[config.mk]
export PLATFORM = sky130hd
export DESIGN_NAME = datacheck_run_sequencer_flat
export DESIGN_NICKNAME = d
export VERILOG_FILES = /design/src/rtl/datacheck_run_sequencer_if.sv /design/src/rtl/datacheck_run_sequencer.sv /design/src/flat_wrapper.sv
export SDC_FILE = /design/constraint.sdc
export NUM_CORES = 1
export LEC_CHECK = 0
export BUFFER_PORTS_ARGS = -buffer_cell sky130_fd_sc_hd__buf_2
export CORE_MARGIN = 3
export CORE_UTILIZATION = 59
export DETAILED_ROUTE_END_ITERATION = 12
export GPL_TIMING_DRIVEN = 1
export PLACE_DENSITY = 0.85
export SYNTH_ARGS = -nofsm -noshare
export SYNTH_HDL_FRONTEND = slang
export SYNTH_SLANG_ARGS = --single-unit
[constraint.sdc]
create_clock -name clk -period 9.9 [get_ports clk]
set_clock_uncertainty 0.2 [all_clocks]
set_input_delay 1.98 -clock clk [delete_from_list [all_inputs] [get_ports clk]]
set_output_delay 1.98 -clock clk [all_outputs]
set_load 0.01 [all_outputs]
[src/rtl/datacheck_run_sequencer_if.sv]
// Snapshot readout stream of the datacheck run sequencer: one counter word
// per valid/ready transfer, tagged with its index.
interface datacheck_run_sequencer_if #(
  parameter int NCNT  = 8,
  parameter int CNT_W = 20
);
  localparam int IDX_W = (NCNT > 1) ? $clog2(NCNT) : 1;

  logic [CNT_W-1:0] rdData;
  logic [IDX_W-1:0] rdIdx;
  logic             rdValid;
  logic             rdReady;

  modport master (output rdData, output rdIdx, output rdValid, input rdReady);
  modport slave  (input rdData, input rdIdx, input rdValid, output rdReady);
endinterface

[src/rtl/datacheck_run_sequencer.sv]
// Sequences one pixel-data-check run: clear the checker, enable it for a
// programmed number of events, drain, snapshot the checker counters, then
// stream the snapshot out. Owns the checker's reset and enable.
// The interface on rd must be instantiated with the same NCNT/CNT_W.
module datacheck_run_sequencer #(
  parameter int NCNT      = 8,
  parameter int CNT_W     = 20,
  parameter int CLR_CYC   = 2,
  parameter int DRAIN_CYC = 4
) (
  input  logic                  clk,
  input  logic                  reset,
  input  logic                  start,
  input  logic                  abort,
  input  logic [CNT_W-1:0]      runLength,
  input  logic                  eventStart,
  input  logic [NCNT*CNT_W-1:0] cntIn,
  output logic                  chkReset,
  output logic                  chkEnable,
  output logic                  busy,
  output logic                  done,
  output logic [CNT_W-1:0]      eventsSeen,
  datacheck_run_sequencer_if.master rd
);
  localparam int IDX_W   = (NCNT > 1) ? $clog2(NCNT) : 1;
  localparam int CYC_MAX = (CLR_CYC > DRAIN_CYC) ? CLR_CYC : DRAIN_CYC;
  localparam int CYC_W   = (CYC_MAX > 1) ? $clog2(CYC_MAX) : 1;
  localparam logic [IDX_W-1:0] LAST_IDX   = IDX_W'(NCNT - 1);
  localparam logic [CYC_W-1:0] CLR_LAST   = CYC_W'(CLR_CYC - 1);
  localparam logic [CYC_W-1:0] DRAIN_LAST = CYC_W'(DRAIN_CYC - 1);

  typedef enum logic [2:0] {IDLE, CLEAR, RUN, DRAIN, SNAP, READ} state_t;

  state_t           state_reg;
  logic [CYC_W-1:0] cyc_reg;
  logic [CNT_W-1:0] run_len_reg;
  logic [CNT_W-1:0] snap_reg [NCNT];
  logic [CNT_W-1:0] cnt_word [NCNT];
  logic [CNT_W-1:0] events_next;
  logic             run_hit;
  logic [IDX_W-1:0] idx_next;

  // Unpack the flat counter bus into words.
  generate
    for (genvar gi = 0; gi < NCNT; gi++) begin : g_unpack
      assign cnt_word[gi] = cntIn[gi*CNT_W +: CNT_W];
    end
  endgenerate

  assign idx_next = rd.rdIdx + 1'b1;

  // Saturating event count and run-length match; a zero run length never matches.
  always_comb begin
    events_next = eventsSeen;
    if (eventStart && (eventsSeen != '1)) begin
      events_next = eventsSeen + 1'b1;
    end
    run_hit = (run_len_reg != '0) && (events_next == run_len_reg);
  end

  // Run sequencer FSM with all outputs registered.
  always_ff @(posedge clk) begin
    if (!reset) begin
      state_reg   <= IDLE;
      cyc_reg     <= '0;
      run_len_reg <= '0;
      chkReset    <= 1'b1;
      chkEnable   <= 1'b0;
      busy        <= 1'b0;
      done        <= 1'b0;
      eventsSeen  <= '0;
      rd.rdValid  <= 1'b0;
      rd.rdIdx    <= '0;
      rd.rdData   <= '0;
      for (int k = 0; k < NCNT; k++) snap_reg[k] <= '0;
    end else begin
      done <= 1'b0;
      case (state_reg)
        IDLE: begin
          if (start) begin
            state_reg   <= CLEAR;
            cyc_reg     <= '0;
            run_len_reg <= runLength;
            eventsSeen  <= '0;
            chkReset    <= 1'b0;
            busy        <= 1'b1;
          end
        end
        CLEAR: begin
          if (cyc_reg == CLR_LAST) begin
            state_reg <= RUN;
            chkReset  <= 1'b1;
            chkEnable <= 1'b1;
          end else begin
            cyc_reg <= cyc_reg + 1'b1;
          end
        end
        RUN: begin
          // The final event is counted even when abort arrives with it.
          eventsSeen <= events_next;
          if (run_hit || abort) begin
            state_reg <= DRAIN;
            chkEnable <= 1'b0;
            cyc_reg   <= '0;
          end
        end
        DRAIN: begin
          if (cyc_reg == DRAIN_LAST) begin
            state_reg <= SNAP;
          end else begin
            cyc_reg <= cyc_reg + 1'b1;
          end
        end
        SNAP: begin
          for (int k = 0; k < NCNT; k++) snap_reg[k] <= cnt_word[k];
          state_reg  <= READ;
          rd.rdValid <= 1'b1;
          rd.rdIdx   <= '0;
          rd.rdData  <= cnt_word[0];
        end
        READ: begin
          if (abort) begin
            state_reg  <= IDLE;
            rd.rdValid <= 1'b0;
            rd.rdIdx   <= '0;
            busy       <= 1'b0;
          end else if (rd.rdReady) begin
            if (rd.rdIdx == LAST_IDX) begin
              state_reg  <= IDLE;
              rd.rdValid <= 1'b0;
              rd.rdIdx   <= '0;
              busy       <= 1'b0;
              done       <= 1'b1;
            end else begin
              rd.rdIdx  <= idx_next;
              rd.rdData <= snap_reg[idx_next];
            end
          end
        end
        default: begin
          state_reg <= IDLE;
        end
      endcase
    end
  end

endmodule

[src/flat_wrapper.sv]
// flat-port wrapper written by rule: the top's interface ports become plain ports
module datacheck_run_sequencer_flat 
#(
  parameter int NCNT      = 8,
  parameter int CNT_W     = 20,
  parameter int CLR_CYC   = 2,
  parameter int DRAIN_CYC = 4
)
  (clk, reset, start, abort, runLength, eventStart, cntIn, chkReset, chkEnable, busy, done, eventsSeen, rd_rdData, rd_rdIdx, rd_rdValid, rd_rdReady);
  datacheck_run_sequencer_if #(.NCNT(NCNT), .CNT_W(CNT_W)) rd_i ();
  input  logic clk;
  input  logic reset;
  input  logic start;
  input  logic abort;
  input  logic [CNT_W-1:0] runLength;
  input  logic eventStart;
  input  logic [NCNT*CNT_W-1:0] cntIn;
  output logic chkReset;
  output logic chkEnable;
  output logic busy;
  output logic done;
  output logic [CNT_W-1:0] eventsSeen;
  output wire logic [$bits(rd_i.rdData)-1:0] rd_rdData;
  output wire logic [$bits(rd_i.rdIdx)-1:0] rd_rdIdx;
  output wire logic [$bits(rd_i.rdValid)-1:0] rd_rdValid;
  input wire logic [$bits(rd_i.rdReady)-1:0] rd_rdReady;
  assign rd_rdData = rd_i.rdData;
  assign rd_rdIdx = rd_i.rdIdx;
  assign rd_rdValid = rd_i.rdValid;
  assign rd_i.rdReady = rd_rdReady;
  datacheck_run_sequencer #(.NCNT(NCNT), .CNT_W(CNT_W), .CLR_CYC(CLR_CYC), .DRAIN_CYC(DRAIN_CYC)) u_core (.clk(clk), .reset(reset), .start(start), .abort(abort), .runLength(runLength), .eventStart(eventStart), .cntIn(cntIn), .chkReset(chkReset), .chkEnable(chkEnable), .busy(busy), .done(done), .eventsSeen(eventsSeen), .rd(rd_i));
endmodule
=== Yosys cells after proc, flatten, opt, wreduce, memory -nomap -nowiden ===
Memories as Yosys holds them, arrays and structs flattened.
Index checks and enable logic that the tools add are counted.

* $add $sub $neg: 3
* Equality and inequality tests: 21
* Mux-type cells: 48
* Bitwise operators: 11
* Reductions and logical operators: 22

{| class="wikitable"
|+ Operators with widths
! cell !! count
|-
| $mux W20 || 13
|-
| $pmux W20 S2 || 2
|-
| $mux W3 || 10
|-
| $add A20 B1 Y20 const B || 1
|-
| $eq A20 B20 Y1 || 1
|-
| $ne A20 B20 Y1 const B || 1
|-
| $reduce_bool A20 Y1 || 1
|-
| $pmux W3 S6 || 1
|-
| $mux W1 || 12
|-
| $ne A2 B2 Y1 const B || 6
|-
| $reduce_bool A2 Y1 || 5
|-
| $eq A3 B3 Y1 const B || 3
|-
| $reduce_and A3 Y1 || 3
|-
| $mux W2 || 4
|-
| $or A1 B1 Y1 || 8
|-
| $pmux W1 S2 || 4
|-
| $pmux W2 S4 || 1
|-
| $reduce_and A4 Y1 || 2
|-
| $eq A3 B2 Y1 const B || 2
|-
| $ne A2 B1 Y1 const B || 3
|-
| $pmux W3 S2 || 1
|-
| $reduce_and A2 Y1 || 3
|-
| $reduce_and A6 Y1 || 1
|-
| $reduce_and A5 Y1 || 1
|-
| other kinds (13) || 16
|}

* Register bits: 73
* Memory bits (writable): 160
* Input port bits: 186
* Logic and storage cells: 117
* Memories kept: 1

{| class="wikitable"
|+ Memory list
! name !! words !! width !! rd ports !! clocked after Yosys merged registers in !! write ports !! line !! RTL
|-
| u_core.snap_reg || 8 || 20 || 1 || 0 || 8 || datacheck_run_sequencer.sv:37 || <nowiki>logic [CNT_W-1:0] snap_reg [NCNT];</nowiki>
|}

=== Depth between registers and ports, before layout ===
Gate-level depths: netlist (run 1).

* Depth after elaboration: 8
* Mapped depth: 11
* Depth with buffers taken out: 10

=== Least setup slack after synthesis (run 1) ===
OpenSTA, ideal clock, no wires.

* Path type: input -> register
* From: in reset
* To: mem u_core.snap_reg[0][0], enable pin
* Setup time: 1.326 ns
* Arrival: 4.828 ns
* Data required time: 8.374 ns
* Setup slack: 3.546 ns
* Stages on the path: 2
* Path through: clkbuf_1 nand2_1

{| class="wikitable"
|+ RTL lines
! what !! line !! RTL
|-
| from (decl) || flat_wrapper.sv:12 || <nowiki>input logic reset;</nowiki>
|-
| to (decl) || datacheck_run_sequencer.sv:37 ||
|}

=== Worst setup path after layout (run 1) ===
* From: in eventStart
* To: reg u_core.cyc_reg[0]

* Longest elaborated chain between the ends: 7

{| class="wikitable"
|+ Ends and longest elaborated chain
! what !! line !! RTL
|-
| from (decl) || flat_wrapper.sv:16 || <nowiki>input logic eventStart;</nowiki>
|-
| $logic_and A1 B1 Y1 || datacheck_run_sequencer.sv:55 || <nowiki>if (eventStart && (eventsSeen != '1)) begin</nowiki>
|-
| $mux W20 || datacheck_run_sequencer.sv:55 ||
|-
| $eq A20 B20 Y1 || datacheck_run_sequencer.sv:58 || <nowiki>run_hit = (run_len_reg != '0) && (events_next == run_len_reg);</nowiki>
|-
| $logic_and A1 B1 Y1 || datacheck_run_sequencer.sv:58 ||
|-
| $logic_or A1 B1 Y1 || datacheck_run_sequencer.sv:101 || <nowiki>if (run_hit || abort) begin</nowiki>
|-
| $ne A2 B1 Y1 (no source line) || - ||
|-
| $reduce_and A5 Y1 (no source line) || - ||
|-
| to (signal assigned) || datacheck_run_sequencer.sv:95 || <nowiki>cyc_reg <= cyc_reg + 1'b1;</nowiki>
|-
| to (signal assigned) || datacheck_run_sequencer.sv:111 || <nowiki>cyc_reg <= cyc_reg + 1'b1;</nowiki>
|-
| to (decl) || datacheck_run_sequencer.sv:35 || <nowiki>logic [CYC_W-1:0] cyc_reg;</nowiki>
|}

Every way passes these cells.
A chain may end at the register's enable or synchronous reset.

==> metrics.txt, run 1 <==
syn_area_per_cell ~12 µm²; core area roughly 0.018 mm²; period utilization 46.5%; Avg WL per Cell 21.1 µm; Routability Congestion ~0.91; slowest stage delay, CP between 0.5 and 0.6 ns; Initial Util between 60% and 70%; clk slew on worst S/H paths 0.06 ns; die area approximately 0.021 mm²; share of post-route cells with drive strength above 1 between 20 and 30%; Syn Nets 1,154; setup TNS 0 ns; Fillers roughly 1,300; Worst path slowest cell nor2_1; r2r setup slk 6.10 ns; final wirelength roughly 30 mm; Max Fclk between 200 and 250 MHz; worst-skew pair later-pin latency approximately 0.53 ns; origin of the worst min-delay path u_core.chkReset; post-route cell area 0.0133 mm²; number of H-tree levels 1; vias in the first global route between 8,000 and 9,000; FP Rows between 40 and 50; Layout area overhead 18.3%; placed cell areas 0.0125 mm²; pwr dens approximately 160 mW/mm²; RSZ-0062 raised after global routing no; fin util between 70 and 80%; Post-CTS Hold Fix Bufs 0; Relative slew margins ~22%; FF+latch count, synth around 230; Critical Path RT ~10 ns; status finished, final reports clean; antenna violations before repair 0; Worst-Margin Slew ~1.2 ns; total number of vias around 8,500; largest family of logic cells by synthesized area simple AND/OR/NAND/NOR gates; GRT Resource Usage Total between 20% and 30%; Synth Cell Area around 0.011 mm²; Worst Hold Path EP u_core.chkReset; post-synthesis cell count 963; commonest non-fill, non-tap cell in the layout buf_2; DR vias/cell approximately 6.1; Max VDD drop ~0.15 mV; mux share of post-synthesis cell area roughly 9.9%; Detailed Route Iter0 Violations 728; Pre-antenna DRT Iters 5; Yosys cell types 69; Worst Setup Start Kind primary input; Clock Tree Root clkbuf_16; Min-Delay Path Class flip-flop to flip-flop; Final setup viols 0; cells along the critical path buf_2 > nand4_1 > nor2_1 > nand3_1 > xnor2_1 > nor4_1 > and4b_1 > a211oi_2 > or4_1 > a21oi_1; CTS tree built; IO Pins ~230; Synth Area in Compound Gates under 10%; Max Cap Viol 0; number of flops mapped to enable cells by yosys 160; Post-Synth Adder-Cell Area 0.558%; ANT nets after route 0; simple-gate share of the synthesized area 19.6%; CP max FO 15; DRC viols 0; Seq/Total Area, Yosys a little under three fifths; Max Slew Vio Count 0; top_reg_cell synth edfxtp_1; FFs w/ async S/R, synth 0%; Critical R2R Launch u_core.eventsSeen[1]; first-pass GRT wire length between 40 and 50 mm; CTS Buf Count 25; chip width roughly 140 µm; max reg flops 160; # diodes 0; dpl hpwl just over 20 mm; final hold violation count 0; largest net degree at the start of global routing 121; synthesis warning total 0; CTS sink cnt about 230; Pleak 0.00506 µW; worst r2r path cells 10; number of buffers added on ports roughly 230; WHS Path Cells 1; Final Total Pwr 2150 µW; Setup Fix Bufs, Post-CTS 0; Longest Clk Path Bufs 3; Period minus WS final about 4.6 ns; r2r endpoint u_core.cyc_reg[0]; Worst setup EP type flip-flop; xor and xnor area share after synthesis 1.95%; Die H approximately 140 µm; Setup Crit Path Kind primary input to flip-flop; most frequent cells in the layout 233 x buf_2, 166 x and2_1, 160 x edfxtp_1, 112 x nand2_1, 72 x dfxtp_1; Post-CTS Resized 0; Worst Path Arrival approximately 4.9 ns; GRT overflow 0; fin nets 1,351
==> layer usage <==
layer / routed length, µm / global-route usage [%] / vias to the layer above / part of all wire (%)
met2: 14800 / 47.9 / 444 / 50
li1: - / - / 3909 / -
met3: 2250 / 3.69 / 68 / 7.6
met4: 886 / 8.18 / 0 / 3.0
met1: 11800 / 39.0 / 4100 / 40
met5: 0 / 0 / - / 0
==> cell type report <==
type,instances,area (µm²),area share [%]
well taps,229,287,2.16
multi-input cells,654,4660,35.2
flip-flops and latches,233,6270,47.3
clock buffers,37,691,5.21
clock inverters,9,113,0.849
repair buffers,239,1210,9.13
inverters,7,26.3,0.198
==> worst max-delay path, delay by kind of cell <==
family	cells	cell delay, ns
buffers and inverters	1	0.23
AOI/OAI and AO/OA	2	0.26
and+or+nand+nor	6	2.22
xor gates and xnor gates	1	0.17
==> worst max path at each step <==
| stage | from | endpoint | slack [ns] |
|---|---|---|---|
| 6_report | eventStart | u_core.cyc_reg[0] | 5.30 |
| 3_5_place_dp | eventStart | u_core.cyc_reg[0] | 4.80 |
| 2_1_floorplan | reset | u_core.snap_reg[0][0] | 3.55 |
| 5_1_grt | eventStart | u_core.cyc_reg[0] | 5.01 |
| 4_1_cts | eventStart | u_core.cyc_reg[0] | 5.34 |
| 3_3_place_gp | eventStart | u_core.cyc_reg[0] | 4.78 |
==> kinds of logic (layout without fill, tap and decap cells) <==
group | after synthesis | after routing
xor gates and xnor gates | 25 | 25
muxes | 61 | 61
adders and majority gates | 5 | 5
and+or+nand+nor | 403 | 403
DFF | 233 | 233
buffers and inverters | 76 | 292
AOI/OAI and AO/OA | 160 | 160
==> synthesized netlist by cell type, types with 9 or more instances <==
cell	instances	area, µm²
nand2_1	113	424
nor2_1	38	143
mux4_2	40	901
xnor2_1	15	131
mux2i_1	20	200
buf_1	9	33.8
o21ai_0	20	100
nand4_1	10	62.6
a21oi_1	69	345
and2_1	166	1040
xor2_1	10	87.6
nor3_1	10	50.1
nand3_1	15	75.1
clkbuf_1	51	191
o211ai_1	22	165
dfxtp_1	73	1460
edfxtp_1	160	4800
==> where the power goes <==
part | leakage [µW] | internal (µW) | switching [µW] | total, µW
Combinational | 0.00244 | 61.1 | 76.7 | 138
Clock | 0.000384 | 538 | 380 | 918
Sequential | 0.00223 | 1070 | 18.0 | 1090
Total | 0.00506 | 1670 | 475 | 2150
==> through the flow <==
stage | setup slack [ns] | hold slack, ns | instances
after global placement | 4.78 | 0.244 | 1362
after floorplan | 3.55 | 0.260 | 963
final | 5.30 | 0.263 | 1408
after detailed placement | 4.80 | 0.247 | 1362
after global routing | 5.01 | 0.280 | 1408
after CTS | 5.34 | 0.263 | 1408
(Power assumes the default switching activity.)
==> run 2: changes to the inputs <==
ABC_AREA = 1   (was unset)
CORE_UTILIZATION = 50   (was 59)
PLACE_DENSITY = 0.77   (was 0.85)
clock period = 4.05 ns   (was 9.9 ns; I/O delays follow)
==> run 2 against run 1 <==
Compared with the run above: final cell count is 32% higher; flip-flop and latch count unchanged; total power increased to 3.0 times the previous value; highest routed layer is now met5; combinational power rose to 8.0 times the previous value; critical path depth shrank 8; sequential share of layout area down 1.5 points; worst setup slack worse by 4.2 ns.
==> metrics.txt, run 2 <==
CTS sink cnt 233 (unchanged); Critical Path RT 3.04 ns (-7.11 ns); Post-CTS Hold Fix Bufs 0 (unchanged); largest net degree at the start of global routing 161 (+33%); count leader, synth nor2_1; top post-synthesis cells by area edfxtp_1 42%, dfxtp_1 13%, nor2_1 8.0%, inv_1 7.4%, nand2_1 6.8%; Fillers 1,891 (+47%); top_reg_cell synth edfxtp_1; post-synthesis cell count 1,358 (+41%); Setup Crit Path Kind flip-flop to output pin; commonest cells in the synthesized netlist 246 x nor2_1, 227 x inv_1, 208 x nand2_1; worst-skew pair later-pin latency 0.53 ns (about the same); Pleak 0.00642 µW (+27%); DRC viols 0 (unchanged); core area 0.0222 mm² (+21%); ANT nets after route 0 (unchanged); Routability Congestion 0.945 (+3.4%); max reg flops 160 (unchanged); IO Pins 234 (unchanged); chip width 158 µm (+9.5%); Pre-antenna DRT Iters 5 (unchanged); Die H 158 µm (+9.5%); CP max FO 72 (+57); Max Cap Viol 0 (unchanged); vias in the first global route 9,121 (+9.6%); Max Fclk about 330 MHz; synthesis warning total 0 (unchanged); FF+latch count, synth 233 (unchanged); Synth Cell Area 0.0115 mm² (+2.4%); Avg WL per Cell 16.2 µm (-23%); final wirelength 30.1 mm (+1.5%); Yosys cell types 38 (-45%); number of buffers added on ports 233 (unchanged); antenna violations before repair 2 (+2); setup TNS 0 ns (unchanged); placed cell areas 0.0128 mm² (+3.1%); Syn Nets 1,549 (+34%); fin nets 1,746 (+29%); Clock Tree Root clkbuf_16; Setup Fix Bufs, Post-CTS 0 (unchanged); FFs w/ async S/R, synth 0% (unchanged); FP Rows 54 (+10%); total number of vias 9,793 (+15%); commonest non-fill, non-tap cell in the layout nor2_1; period utilization about three quarters; syn_area_per_cell 8.45 µm² (-27%); Max Slew Vio Count 0 (unchanged); dpl hpwl 20.7 mm (-0.25%); GRT Resource Usage Total 23.6% (-4.8 points); number of flops mapped to enable cells by yosys 160 (unchanged); Seq/Total Area, Yosys 54.6% (-1.3 points); die area 0.0248 mm² (+20%); Initial Util 51.8% (-9.3 points); final hold violation count 0 (unchanged); Min-Delay Path Class flip-flop to flip-flop; Final setup viols 0 (unchanged); post-route cell area 0.0137 mm² (+3.2%); DR vias/cell 5.28 (-13%); share of post-route cells with drive strength above 1 21.3% (-7.1 points); Worst setup EP type output pin; RSZ-0062 raised after global routing no; first-pass GRT wire length 46.6 mm (+2.9%); Post-CTS Resized 0 (unchanged); clk slew on worst S/H paths 0.06 ns (about the same); dominant cell type by area after synthesis edfxtp_1; number of H-tree levels 1 (unchanged); Worst-Margin Slew 1.22 ns (+0.0462 ns); Detailed Route Iter0 Violations 827 (+14%); Layout area overhead 19.3%; Final Total Pwr 6420 µW (+200%); Worst Setup Start Kind flip-flop; Relative slew margins 18.8% (-3.2 points); CTS tree built; most frequent cells in the layout 246 x nor2_1, 232 x buf_2, 227 x inv_1, 206 x nand2_1, 160 x edfxtp_1; Period minus WS final between 2 and 3 ns; Worst Path Arrival 1.98 ns (-2.87 ns); Longest Clk Path Bufs 3 (unchanged); pwr dens 469 mW/mm² (+190%); Max VDD drop 0.270 mV (+81%); CTS Buf Count 25 (unchanged); status finished, final reports clean; Synth top area share 41.9% (-1.0 points); GRT overflow 0 (unchanged)
## run 2: cell count changes in the layout (fill, tap and decap cells not counted), sizes merged, moves of 40 or more
cell and change:
inv +233, nand2 +107, o21ai +67, and2 -167, nor2 +216, mux4 -40, nand3 +56
## run 2: final cells by class
cell class / instances / area (µm²) / area share (%)
Antenna cell: 1 / 2.50 / 0.0183
Clock buffer: 32 / 683 / 4.99
Clock inverter: 14 / 164 / 1.20
Inverter: 240 / 901 / 6.58
Multi-Input combinational cell: 813 / 4070 / 29.7
Sequential cell: 233 / 6270 / 45.8
Tap cell: 280 / 350 / 2.56
Timing Repair Buffer: 242 / 1250 / 9.12
## run 2: worst paths after layout
path                            start                     end  slack, ns  depth (start not counted)
setup / recovery   u_core.rd.rdIdx[0]             rd_rdIdx[0]       1.06                          2
hold / removal        u_core.chkReset         u_core.chkReset       0.25                          2
setup reg to reg  u_core.state_reg[2]  u_core.run_len_reg[13]       1.11                         10
hold reg to reg       u_core.chkReset         u_core.chkReset       0.25                          2
## run 2: stage by stage
step | worst slack, ns | utilization [%] | hold slack (ns) | std cells
6_report | 1.06 | 61.8 | 0.250 | 1855
5_1_grt | 0.847 | 61.8 | 0.308 | 1855
4_1_cts | 1.01 | 61.8 | 0.255 | 1854
3_5_place_dp | 1.13 | 57.9 | 0.240 | 1808
3_3_place_gp | 1.18 | 57.9 | 0.243 | 1808
2_1_floorplan | 0.160 | - | 0.257 | 1358
## run 2: per-layer routing
| metal | up-vias | share of wire [%] | global-route usage (%) |
|---|---|---|---|
| met4 | 2 | 3.5 | 8.51 |
| li1 | 4835 | - | - |
| met1 | 4442 | 43 | 32.7 |
| met3 | 78 | 8.4 | 3.93 |
| met2 | 436 | 45 | 37.6 |
| met5 | - | 0.043 | 0 |
## run 2: worst max-delay path, stage by stage, from the launching register on
cell,delay (ns)
dfxtp_4,0.48
buf_4,0.67
buf_2,0.29
## run 2: report_power, final
part	internal [µW]	total, µW	switching, µW
logic	371	1110	740
clock network	1390	2340	943
registers	2810	2970	157
total	4580	6420	1840
## run 2: kinds of logic after synthesis
family | synth area share (%)
mux | 1.74
compound gates | 11.7
xor+xnor | 0.229
buf+inv | 10.4
flops | 54.6
fa+ha+maj | 0.545
simple gates | 20.8
